**src/rtl/grid_reader.sv**
```systemverilog
`default_nettype none
// ============================================================================
//  Module   : grid_reader
//  Purpose  : Streams the 28x28 one-bit canvas out in raster order as 8-bit
//             samples and accumulates set-pixel count and bounding box.
//  Revision : 1.0
// ============================================================================
module grid_reader #(
   parameter int         GRID_SIZE = 28,
   parameter logic [7:0] ON_VALUE  = 8'd255,
   parameter logic [7:0] OFF_VALUE = 8'd0
) (
   input  logic       CLOCK_50,
   input  logic       reset,
   input  logic       start,
   output logic       busy,
   output logic       mem_rd_en,
   output logic [9:0] mem_addr,
   input  logic       mem_rdata,
   output logic       out_valid,
   input  logic       out_ready,
   output logic [7:0] out_data,
   output logic [4:0] out_x,
   output logic [4:0] out_y,
   output logic       out_last,
   output logic       done,
   output logic [9:0] pix_count,
   output logic [4:0] bbox_min_x,
   output logic [4:0] bbox_max_x,
   output logic [4:0] bbox_min_y,
   output logic [4:0] bbox_max_y,
   output logic       empty
);

   localparam logic [9:0] LAST_ADDR = 10'(GRID_SIZE * GRID_SIZE - 1);
   localparam logic [4:0] LAST_XY   = 5'(GRID_SIZE - 1);
   localparam logic [4:0] MIN_INIT  = 5'd31;
   localparam logic [4:0] MAX_INIT  = 5'd0;

   typedef enum logic [1:0] {
      S_IDLE  = 2'd0,
      S_READ  = 2'd1,
      S_DRAIN = 2'd2,
      S_DONE  = 2'd3
   } state_t;

   state_t     state_q, state_d;
   logic [9:0] addr_q, addr_d;
   logic [4:0] x_q, x_d;
   logic [4:0] y_q, y_d;

   logic       infl_q;
   logic [4:0] infl_x_q, infl_y_q;
   logic       infl_last_q;

   logic       fifo_bit_q  [2];
   logic [4:0] fifo_x_q    [2];
   logic [4:0] fifo_y_q    [2];
   logic       fifo_last_q [2];
   logic       rd_ptr_q, rd_ptr_d;
   logic       wr_ptr_q, wr_ptr_d;
   logic [1:0] cnt_q, cnt_d;

   logic [9:0] pix_q, pix_d;
   logic [4:0] min_x_q, min_x_d, max_x_q, max_x_d;
   logic [4:0] min_y_q, min_y_d, max_y_q, max_y_d;
   logic       empty_q, empty_d;

   logic       w_valid;
   logic       w_pop;
   logic       w_push;
   logic [1:0] w_occ;
   logic       w_rd_en;
   logic       w_head_bit;
   logic [4:0] w_head_x, w_head_y;
   logic       w_head_last;
   logic       w_start;

   assign w_valid     = (cnt_q != 2'd0);
   assign w_pop       = w_valid && out_ready;
   assign w_push      = infl_q;
   assign w_head_bit  = fifo_bit_q[rd_ptr_q];
   assign w_head_x    = fifo_x_q[rd_ptr_q];
   assign w_head_y    = fifo_y_q[rd_ptr_q];
   assign w_head_last = fifo_last_q[rd_ptr_q];
   assign w_start     = (state_q == S_IDLE) && start;

   // Occupancy seen by the issue logic already discounts a head leaving this
   // cycle, which is what sustains one sample per cycle without overflow.
   assign w_occ   = cnt_q - {1'b0, w_pop};
   assign w_rd_en = (state_q == S_READ) && ((w_occ + {1'b0, infl_q}) < 2'd2);

   always_comb begin
      state_d = state_q;
      addr_d  = addr_q;
      x_d     = x_q;
      y_d     = y_q;
      unique case (state_q)
         S_IDLE: begin
            if (start) begin
               state_d = S_READ;
               addr_d  = 10'd0;
               x_d     = 5'd0;
               y_d     = 5'd0;
            end
         end
         S_READ: begin
            if (w_rd_en) begin
               addr_d = addr_q + 10'd1;
               if (x_q == LAST_XY) begin
                  x_d = 5'd0;
                  y_d = y_q + 5'd1;
               end else begin
                  x_d = x_q + 5'd1;
               end
               if (addr_q == LAST_ADDR) begin
                  state_d = S_DRAIN;
               end
            end
         end
         S_DRAIN: begin
            if (w_pop && w_head_last) begin
               state_d = S_DONE;
            end
         end
         S_DONE: begin
            state_d = S_IDLE;
         end
         default: begin
            state_d = S_IDLE;
         end
      endcase
   end

   always_comb begin
      rd_ptr_d = rd_ptr_q ^ w_pop;
      wr_ptr_d = wr_ptr_q ^ w_push;
      cnt_d    = cnt_q + {1'b0, w_push} - {1'b0, w_pop};
   end

   always_comb begin
      pix_d   = pix_q;
      min_x_d = min_x_q;
      max_x_d = max_x_q;
      min_y_d = min_y_q;
      max_y_d = max_y_q;
      empty_d = empty_q;
      if (w_start) begin
         pix_d   = 10'd0;
         min_x_d = MIN_INIT;
         max_x_d = MAX_INIT;
         min_y_d = MIN_INIT;
         max_y_d = MAX_INIT;
         empty_d = 1'b0;
      end else if (w_pop) begin
         if (w_head_bit) begin
            pix_d = pix_q + 10'd1;
            if (w_head_x < min_x_q) min_x_d = w_head_x;
            if (w_head_x > max_x_q) max_x_d = w_head_x;
            if (w_head_y < min_y_q) min_y_d = w_head_y;
            if (w_head_y > max_y_q) max_y_d = w_head_y;
         end
         // Resolved on the final transfer so empty is valid during DONE.
         if (w_head_last) begin
            empty_d = (pix_d == 10'd0);
         end
      end
   end

   always_ff @(posedge CLOCK_50 or posedge reset) begin
      if (reset) begin
         state_q     <= S_IDLE;
         addr_q      <= 10'd0;
         x_q         <= 5'd0;
         y_q         <= 5'd0;
         infl_q      <= 1'b0;
         infl_x_q    <= 5'd0;
         infl_y_q    <= 5'd0;
         infl_last_q <= 1'b0;
         rd_ptr_q    <= 1'b0;
         wr_ptr_q    <= 1'b0;
         cnt_q       <= 2'd0;
         pix_q       <= 10'd0;
         min_x_q     <= MIN_INIT;
         max_x_q     <= MAX_INIT;
         min_y_q     <= MIN_INIT;
         max_y_q     <= MAX_INIT;
         empty_q     <= 1'b0;
      end else begin
         state_q     <= state_d;
         addr_q      <= addr_d;
         x_q         <= x_d;
         y_q         <= y_d;
         infl_q      <= w_rd_en;
         if (w_rd_en) begin
            infl_x_q    <= x_q;
            infl_y_q    <= y_q;
            infl_last_q <= (addr_q == LAST_ADDR);
         end
         rd_ptr_q    <= rd_ptr_d;
         wr_ptr_q    <= wr_ptr_d;
         cnt_q       <= cnt_d;
         pix_q       <= pix_d;
         min_x_q     <= min_x_d;
         max_x_q     <= max_x_d;
         min_y_q     <= min_y_d;
         max_y_q     <= max_y_d;
         empty_q     <= empty_d;
      end
   end

   always_ff @(posedge CLOCK_50 or posedge reset) begin
      if (reset) begin
         for (int i = 0; i < 2; i++) begin
            fifo_bit_q[i]  <= 1'b0;
            fifo_x_q[i]    <= 5'd0;
            fifo_y_q[i]    <= 5'd0;
            fifo_last_q[i] <= 1'b0;
         end
      end else if (w_push) begin
         fifo_bit_q[wr_ptr_q]  <= mem_rdata;
         fifo_x_q[wr_ptr_q]    <= infl_x_q;
         fifo_y_q[wr_ptr_q]    <= infl_y_q;
         fifo_last_q[wr_ptr_q] <= infl_last_q;
      end
   end

   assign busy       = (state_q != S_IDLE);
   assign done       = (state_q == S_DONE);
   assign mem_rd_en  = w_rd_en;
   assign mem_addr   = addr_q;
   assign out_valid  = w_valid;
   assign out_data   = w_valid ? (w_head_bit ? ON_VALUE : OFF_VALUE) : 8'd0;
   assign out_x      = w_valid ? w_head_x : 5'd0;
   assign out_y      = w_valid ? w_head_y : 5'd0;
   assign out_last   = w_valid && w_head_last;
   assign pix_count  = pix_q;
   assign bbox_min_x = min_x_q;
   assign bbox_max_x = max_x_q;
   assign bbox_min_y = min_y_q;
   assign bbox_max_y = max_y_q;
   assign empty      = empty_q;

endmodule
`default_nettype wire
```
**config.mk**
```make
export PLATFORM = sky130hd
export DESIGN_NAME = grid_reader
export DESIGN_NICKNAME = d
export VERILOG_FILES = /design/src/rtl/grid_reader.sv
export SDC_FILE = /design/constraint.sdc
export NUM_CORES = 1
export LEC_CHECK = 0
export ABC_AREA = 1
export CAP_MARGIN = 25
export CORE_MARGIN = 2
export CORE_UTILIZATION = 50
export DETAILED_ROUTE_END_ITERATION = 8
export PLACE_DENSITY = 0.71
export SKIP_LAST_GASP = 1
export SLEW_MARGIN = 20
export SYNTH_ARGS = -nofsm -noshare
export SYNTH_HDL_FRONTEND = slang
export SYNTH_SLANG_ARGS = --single-unit
```
**constraint.sdc**
```tcl
create_clock -name CLOCK_50 -period 6.4 [get_ports CLOCK_50]
set_input_delay 0.64 -clock CLOCK_50 [delete_from_list [all_inputs] [get_ports CLOCK_50]]
set_output_delay 0.64 -clock CLOCK_50 [all_outputs]
set_load 0.02 [all_outputs]
```
==> results of run 1 <==
-- final cells by class --
class	count	share of cell area [%]
multi-input combinational	425	38.4
sequential	93	38.3
timing repair buffer	69	11.3
inverter	89	5.49
tap	136	2.78
clock buffer	11	2.48
clock inverter	5	1.35
-- per-layer routing --
layer,share of wire [%],vias to the layer above,track usage (%)
met2,46,101,34.5
met5,0,-,0
li1,-,2126,-
met1,47,2033,28.5
met4,2.6,0,10.4
met3,4.4,21,3.03
-- path summary, 6_finish.rpt --
| check | from | end | slack (ps) | cells after the start |
|---|---|---|---|---|
| max | cnt_q[0] | mem_rd_en | 2250 | 12 |
| min | bbox_min_y[0] | bbox_min_y[0] | 490 | 2 |
| max reg2reg | cnt_q[0] | x_q[2] | 3290 | 16 |
| min reg2reg | bbox_min_y[0] | bbox_min_y[0] | 490 | 2 |
| max in group asynchronous | reset | pix_count[6] | 4630 | 3 |
| min in group asynchronous | reset | x_q[3] | 550 | 2 |
-- stage by stage --
step / hold slack, ps / utilization (%) / instance area, um^2 / total power, W
final: 494 / 60.3 / 6110 / 0.00272
after global routing: 524 / 60.3 / 6110 / 0.00295
after CTS: 495 / 60.3 / 6110 / 0.00274
after detailed placement: 482 / 58.0 / 5880 / 0.00228
after global placement: 473 / 58.0 / 5880 / 0.00223
after floorplan: 458 / - / 5140 / 0.00187
-- kinds of logic (layout without fill, tap and decap cells) --
group                    Yosys count  after routing  synth area share [%]
AO/OA/AOI/OAI                     93             93                  9.85
adder cells (fa/ha/maj)           31             31                  7.54
flip-flops                        93             93                  45.5
AND/OR/NAND/NOR                  278            278                  23.7
buffers and inverters            111            174                  8.93
XOR/XNOR                          10             10                  1.70
multiplexers                      13             13                  2.85
-- state kept, by name, indices dropped and copies added, names as in the netlist, 5 cells and up --
signal / count
infl_x_q: 5
fifo_y_q: 10
pix_count: 10
bbox_max_x: 5
bbox_max_y: 5
bbox_min_x: 5
x_q: 5
infl_y_q: 5
bbox_min_y: 5
y_q: 5
fifo_x_q: 10
mem_addr: 10
-- power groups by stage --
stage | registers (W) | logic, W | clock network (W)
final | 0.000877 | 0.00139 | 0.000457
after global routing | 0.000901 | 0.00156 | 0.000491
after CTS | 0.000877 | 0.00140 | 0.000465
after detailed placement | 0.000888 | 0.00139 | 0
after global placement | 0.000881 | 0.00135 | 0
after floorplan | 0.000912 | 0.000958 | 0
-- critical path, delay by kind of cell, from the launching register on --
family                   cells  cell delay, ps
adder cells (fa/ha/maj)      2             460
AND/OR/NAND/NOR              3             900
XOR/XNOR                     2             370
buffers and inverters        5            1000
flip-flops                   1             400
-- cells in the final DEF (no fill, tap or decap), drive strengths merged, types with 2 or more instances in the layout --
cell type / count
inv: 88
o22ai: 5
nor3: 4
dfstp: 10
nand4: 13
nand2: 168
clkdlybuf4s50: 68
bufinv: 2
dfrtp: 83
mux2: 13
clkinvlp: 3
ha: 31
nand3: 39
clkbuf: 11
nor2: 45
o221ai: 2
o21ai: 75
a21oi: 9
o21a: 2
or2: 9
xor2: 9
==> run metrics, run 1 <==
number of global-route vias before repair=around 4200; Ant. Diodes=0; path class of the lowest-slack min-delay path=flip-flop to flip-flop; count of nets left with antenna violations after detail routing=0; Horiz. Die Dim=105 um; combinational fraction of design power=51.0%; Worst-path clk slew=~90 ps; share of Yosys cell area claimed by the top area cell type=between 40 and 50%; first-pass GRT wire length=approximately 19 mm; cell with the largest stage delay on the worst path=clkdlybuf4s50_1; portion of the post-synthesis area used by sequential elements=45.5%; Synth Area per Inst=8.18 um^2; effective utilization at floorplan=between 50% and 60%; routed wirelength normalized by instance count=between 10 and 15 um; hpwl dp=7.97 mm; Final Hold Viols=0; Clock Latency Late Sink=about 380 ps; share of total power in the clock network=~17%; Cell Chain, Critical Path=nor2_2, inv_1, nand2_1, inv_1, ha_1, inv_1, ha_1, xnor2_1, xor2_1, inv_2, nor2_4, clkdlybuf4s50_1; Yosys reg bits=93; maximum single-stage delay on the critical path=~660 ps; clock tree root driver cell=clkbuf_8; Crit path required time=5760 ps; type of destination of the critical path=primary output; Longest Clk Path Bufs=2; netlist area before placement=5140 um^2; IO buf count=between 60 and 70; switching power summed over all nets=~0.0012 W; count of standard-cell rows=37; fraction of final layout cells with drive strength greater than 1=a little under an eighth; number of placed instances, taps included=812; top fanout value on the critical path=13; final setup TNS=0 ps; height of the chip=around 110 um; DRC=0; transition time at the pin with the least slew margin=899 ps; count of H-tree levels built during CTS=3; number of clock sinks seen by CTS=93; cell types with the highest counts after synthesis=161 x nand2_1, 83 x dfrtp_1, 82 x inv_1, 38 x nor2_1, 37 x nand3_1; length of the first detailed-routing pass in iterations=5; switching share of power=between 40% and 50%; Final min period=4150 ps; number of failing setup endpoints in the final timing report=0; worst slack, placed=approximately 2600 ps; Synth Instances=roughly 630; skew final=between 10 and 15 ps; Yosys warnings=0; number of violations reported at the end of detailed-routing iteration 0=194; top achievable clock speed=around 240 MHz; Final Max Tran Viols=0; sequential fraction of design power=about 32%; Worst setup SP type=flip-flop; area growth from synthesis to layout=18.8%; area occupied by registers=around 2300 um^2; setup repair after global routing missed its margin=false; total routed wirelength=about 11 mm; post-CTS resize count=0; most frequently used cell type in the post-synthesis netlist=nand2_1; Internal=about 0.0015 W; final cycle utilization of the critical path=64.8%; worst-case headroom to the max-slew limit=between 40% and 50%; most common cell type on the critical path=inv_1; worst endpoint data arrival time=about 3500 ps; fill cell instance count of the final layout=~890; clock tree from TritonCTS=built; smallest setup slack after layout=between 2000 and 2500 ps; Post-synth EDFFs=0; number of hold buffers added after cts=0; cell area power density=between 400 and 500 nW/um^2; post-DR vias/cell=5.17; Leakage Power=about 2.8 nW; ranking of synthesized cells by area=dfrtp_1 40%, nand2_1 12%, ha_1 7.5%; share of synthesized flip-flops with an asynchronous set or reset=100%; syn_nets=665; Yosys top cell by area=dfrtp_1; critical path start-end classification=flip-flop to primary output; number of buffers added for setup after CTS=0; dominant synthesized flop cell=dfrtp_1; placer congestion estimate=0.830; Inserted Clock Buffers=9; total area of multi-input combinational cells=2350 um^2; worst ir drop on vdd=roughly 0.30 mV; core box area=about 10000 um^2; initial antenna violation count=0; vias post-DR=4281; top-level port count=around 70; total global routing track utilization=between 20 and 25%; pin count of the biggest net entering global routing=between 70 and 80; final cell count without fillers=between 800 and 900; run status=finished, final reports clean; Die Outline Area=11100 um^2; max capacitance violation total=0; Yosys cell types=31; final-stage net count=723; grt total ovfl=0
Power figures use the tool's default switching activity.
==> run 2, diff against run 1 <==
PLACE_DENSITY = 0.74   (was 0.71)
clock period = 3.8 ns   (was 6.4 ns; I/O delays follow)
==> run metrics, run 2 (synthesis results as in run 1) <==
run status=finished, final reports clean; top-level port count=69; Die Outline Area=11100 um^2; top fanout value on the critical path=13; fraction of the core area covered by cells at the end of the flow=60.6%; Inserted Clock Buffers=9; post-route total power=around 0.0046 W; final cycle utilization of the critical path=between 90% and 100%; total routed wirelength=between 10 and 15 mm; Ant. Diodes=0; smallest setup slack after layout=258 ps; final setup TNS=0 ps; final cell count without fillers=approximately 830; count of nets left with antenna violations after detail routing=0; Worst-path clk slew=roughly 90 ps; number of placed instances, taps included=816; post-DR vias/cell=just over 5; area growth from synthesis to layout=19.5%; post-CTS resize count=0; Crit path required time=about 3400 ps; routed wirelength normalized by instance count=~13 um; first-pass GRT wire length=around 20 mm; final-stage net count=roughly 730; commonest non-fill, non-tap cells in the layout=161 x nand2_1, 83 x dfrtp_1, 81 x inv_1; top achievable clock speed=282 MHz; Final min period=about 3500 ps; vias post-DR=4268; grt total ovfl=0; Horiz. Die Dim=105 um; skew final=12.2 ps; Worst setup SP type=flip-flop; most common cell after layout, fill and taps aside=nand2_1; number of buffers added for setup after CTS=0; clock tree from TritonCTS=built; worst endpoint data arrival time=~3200 ps; worst slack, placed=around 600 ps; initial antenna violation count=0; critical path start-end classification=flip-flop to primary output; DRC=0; length of the first detailed-routing pass in iterations=6; type of destination of the critical path=primary output; fraction of final layout cells with drive strength greater than 1=a little under an eighth; worst-case headroom to the max-slew limit=51.8%; Longest Clk Path Bufs=2; effective utilization at floorplan=just over 50%; count of H-tree levels built during CTS=3; worst ir drop on vdd=~0.41 mV; number of global-route vias before repair=4336; hpwl dp=approximately 8.3 mm; setup repair after global routing missed its margin=false; max capacitance violation total=0; fill cell instance count of the final layout=approximately 900; clock tree root driver cell=clkbuf_8; Cell Chain, Critical Path=nor2_2, buf_4, inv_1, nand2_1, inv_1, ha_1, inv_1, ha_1, xnor2_1, xor2_1, inv_2, nor2_4, clkdlybuf4s50_1; path class of the lowest-slack min-delay path=input pin to async pin; maximum single-stage delay on the critical path=around 620 ps; number of violations reported at the end of detailed-routing iteration 0=211; IO buf count=68; height of the chip=105 um; most common cell type on the critical path=inv_1; transition time at the pin with the least slew margin=approximately 720 ps; core box area=10100 um^2; count of standard-cell rows=37; number of hold buffers added after cts=0; Leakage Power=about 2.9 nW; Final Max Tran Viols=0; number of clock sinks seen by CTS=93; cell with the largest stage delay on the worst path=clkdlybuf4s50_1; buffering stage count on the worst path with inverters included=6; delay-heaviest family, CP=buffers and inverters; Clock Latency Late Sink=350 ps; pin count of the biggest net entering global routing=56; cell area power density=about 750 nW/um^2; placer congestion estimate=around 0.88; Final Hold Viols=0; total global routing track utilization=between 20% and 30%; number of failing setup endpoints in the final timing report=0
==> run 2: changes by cell type in the layout (fill, tap and decap cells not counted), sizes merged <==
cell / previous run / this run
buf: 1 / 5
clkinvlp: 3 / 0
clkinv: 1 / 3
clkbuf: 11 / 12
==> run 2: worst register-to-register path, cell delays in order, from the launching register on <==
cell and delay [ps]:
dfrtp_1 410, nor2_2 110, buf_4 210, inv_1 80, nand2_1 190, inv_1 100, ha_1 280, inv_1 40
ha_1 190, xnor2_1 200, xor2_1 200, inv_2 90, nand2_1 60, nand2_1 70, inv_2 90, nand2_2 280
nand2_1 140, o21ai_1 70
==> run 2: layout make-up <==
| type | instances | area [um^2] | share of cell area, % |
|---|---|---|---|
| clock buffers | 12 | 155 | 2.52 |
| repair buffers | 73 | 731 | 11.9 |
| multi-input cells | 425 | 2350 | 38.2 |
| inverters | 89 | 335 | 5.45 |
| well taps | 136 | 170 | 2.77 |
| clock inverters | 4 | 70.1 | 1.14 |
| flip-flops and latches | 93 | 2340 | 38.1 |
==> run 2: worst paths after layout <==
kind	start	endpoint	slack (ps)	cells after the start
setup / recovery	cnt_q[0]	mem_rd_en	260	13
hold / removal	reset	state_q[1]	440	2
setup reg to reg	cnt_q[0]	x_q[3]	870	17
hold reg to reg	bbox_min_x[1]	bbox_min_x[1]	490	2
max in group asynchronous	reset	bbox_min_y[1]	2600	3
min in group CLOCK_50	bbox_min_x[1]	bbox_min_x[1]	490	2
==> run 2: metrics by stage <==
stage / instance area (um^2) / hold WS, ps
after floorplan: 5140 / 458
after global placement: 5920 / 472
after detailed placement: 5920 / 476
after CTS: 6150 / 455
after global routing: 6150 / 494
final: 6150 / 435
==> run 2: metal layers <==
metal	GRT usage, %	vias to the layer above	routed length, um	share of wire [%]
met3	3.65	22	455	4.1
met5	0	-	0	0
met2	36.0	112	5260	47
li1	-	2145	-	-
met4	7.81	0	209	1.9
met1	28.7	1989	5250	47
==> run 2: power by group <==
group | internal, W | switching [W] | total (W)
clock | 0.000405 | 0.000344 | 0.000749
combinational | 0.000895 | 0.00149 | 0.00239
sequential | 0.00126 | 0.000212 | 0.00148
==> run 3, diff against run 2 <==
GPL_TIMING_DRIVEN = 0   (was default)
==> run metrics, run 3 (synthesis results as in run 1) <==
run status=finished, final reports clean; final setup TNS=0 ps; Die Outline Area=about 11000 um^2; cell area power density=between 700 and 800 nW/um^2; end of the critical path=mem_rd_en; total area of multi-input combinational cells=2350 um^2; maximum single-stage delay on the critical path=about 400 ps; IO buf count=a little under 70; Leakage Power=~2.9 nW; total global routing track utilization=between 20% and 30%; worst endpoint data arrival time=approximately 2900 ps; start point of the critical path=cnt_q[0]; most used routing layer in global routing=met2; type of destination of the critical path=primary output; placer congestion estimate=0.876; number of failing setup endpoints in the final timing report=0; Min Hold Slack=398 ps; DRC=0; initial antenna violation count=0; origin of the critical flop-to-flop path=cnt_q[0]; minimum setup slack among reg-to-reg paths=about 900 ps; count of standard-cell rows=37; vias post-DR=about 4400; Final min period=roughly 3300 ps; worst ir drop on vdd=~0.41 mV; length of the first detailed-routing pass in iterations=5; Worst-path clk slew=approximately 80 ps; final-stage net count=around 750; worst-case headroom to the max-slew limit=a little over half; count of H-tree levels built during CTS=3; critical path start-end classification=flip-flop to primary output; max capacitance violation total=0; pin count of the biggest net entering global routing=56; transition time at the pin with the least slew margin=about 700 ps; total routed wirelength=11.3 mm; clock tree from TritonCTS=built; routed wirelength normalized by instance count=approximately 13 um; top-level port count=~70; post-DR vias/cell=roughly 5.2; fraction of the core area covered by cells at the end of the flow=approximately 62%; count of nets left with antenna violations after detail routing=0; Cell Chain, Critical Path=nor2_2, inv_1, nand2_2, inv_1, ha_1, inv_1, ha_1, xnor2_1, xor2_1, inv_2, nor2_4, dlymetal6s2s_1; most common cell after layout, fill and taps aside=nand2_1; skew final=8.69 ps; path class of the lowest-slack min-delay path=input pin to async pin; hpwl dp=between 8 and 9 mm; global routing met3 resource utilization=approximately 3.6%; top fanout value on the critical path=10; grt total ovfl=0; height of the chip=between 100 and 150 um; Final Hold Viols=0; Inserted Clock Buffers=9; area occupied by registers=2340 um^2; setup repair after global routing missed its margin=false; effective utilization at floorplan=between 50% and 60%; number of clock sinks seen by CTS=a little over 90; terminus of the critical flop-to-flop path=infl_y_q[1]; met2 Track Usage GR=a little under two fifths; fraction of final layout cells with drive strength greater than 1=a little over an eighth; clock tree root driver cell=clkbuf_8; number of global-route vias before repair=roughly 4300; most common cell type on the critical path=inv_1; Longest Clk Path Bufs=2; cell with the largest stage delay on the worst path=dfrtp_1; Ant. Diodes=0; Clock Latency Late Sink=350 ps; number of buffers added for setup after CTS=0; number of violations reported at the end of detailed-routing iteration 0=240; area growth from synthesis to layout=21.4%; depth of the worst register-to-register path=15; Worst setup SP type=flip-flop; core box area=just over 10000 um^2; Horiz. Die Dim=105 um; Final Max Tran Viols=0; fill cell instance count of the final layout=about 870; final cycle utilization of the critical path=a little under nine tenths; Crit path required time=about 3400 ps; met1 track demand over resource=between 20% and 30%; top achievable clock speed=just over 300 MHz; first-pass GRT wire length=between 15 and 20 mm; commonest non-fill, non-tap cells in the layout=160 x nand2_1, 83 x dfrtp_1, 81 x inv_1
run 3: routing by layer:
metal | wire length [um] | share of wire, %
met1 | 5010 | 44
met4 | 247 | 2.2
met3 | 541 | 4.8
met5 | 0 | 0
met2 | 5510 | 49
run 3: layout make-up:
cell class	count	share of cell area, %
flip-flops and latches	93	37.5
repair buffers	69	11.4
clock inverters	5	0.942
well taps	136	2.73
multi-input cells	425	37.6
plain buffers	22	2.00
inverters	89	5.43
clock buffers	11	2.42
run 3: stage by stage:
step	power, W	instance area (um^2)	setup WS (ps)	std cells
after detailed placement	0.00401	6030	364	834
final	0.00467	6240	542	850
after CTS	0.00470	6240	27.2	850
after floorplan	0.00315	5140	1020	629
after global placement	0.00391	6000	-413	833
after global routing	0.00506	6240	285	850
run 3: timing repair:
| action | 4_1_cts | 5_1_grt |
|---|---|---|
| hold buffers | 0 | 0 |
| endpoints found under the setup margin | 0 | 1 |
| resized for setup | 0 | 2 |
run 3: worst min-delay path by stage:
stage | startpoint | to | slack, ps | depth (start not counted)
finish | reset | state_q[1] | 400 | 2
global route | reset | mem_addr[5] | 430 | 2
CTS | reset | mem_addr[5] | 400 | 2
detailed placement | bbox_min_x[2] | bbox_min_x[2] | 470 | 2
global placement | bbox_min_x[2] | bbox_min_x[2] | 470 | 2
floorplan | infl_x_q[1] | infl_x_q[1] | 460 | 2
run 3: critical path: cells and delay by family (launching register included):
kind	cells	cell delay (ps)
adders and majority gates	2	450
and+or+nand+nor	3	700
DFF	1	400
xor gates and xnor gates	2	400
buffers and inverters	5	580
run 3: power breakdown:
group	total [W]	switching, W	internal [W]
clock	0.000688	0.000347	0.000340
sequential	0.00146	0.000192	0.00126
combinational	0.00253	0.00154	0.000983
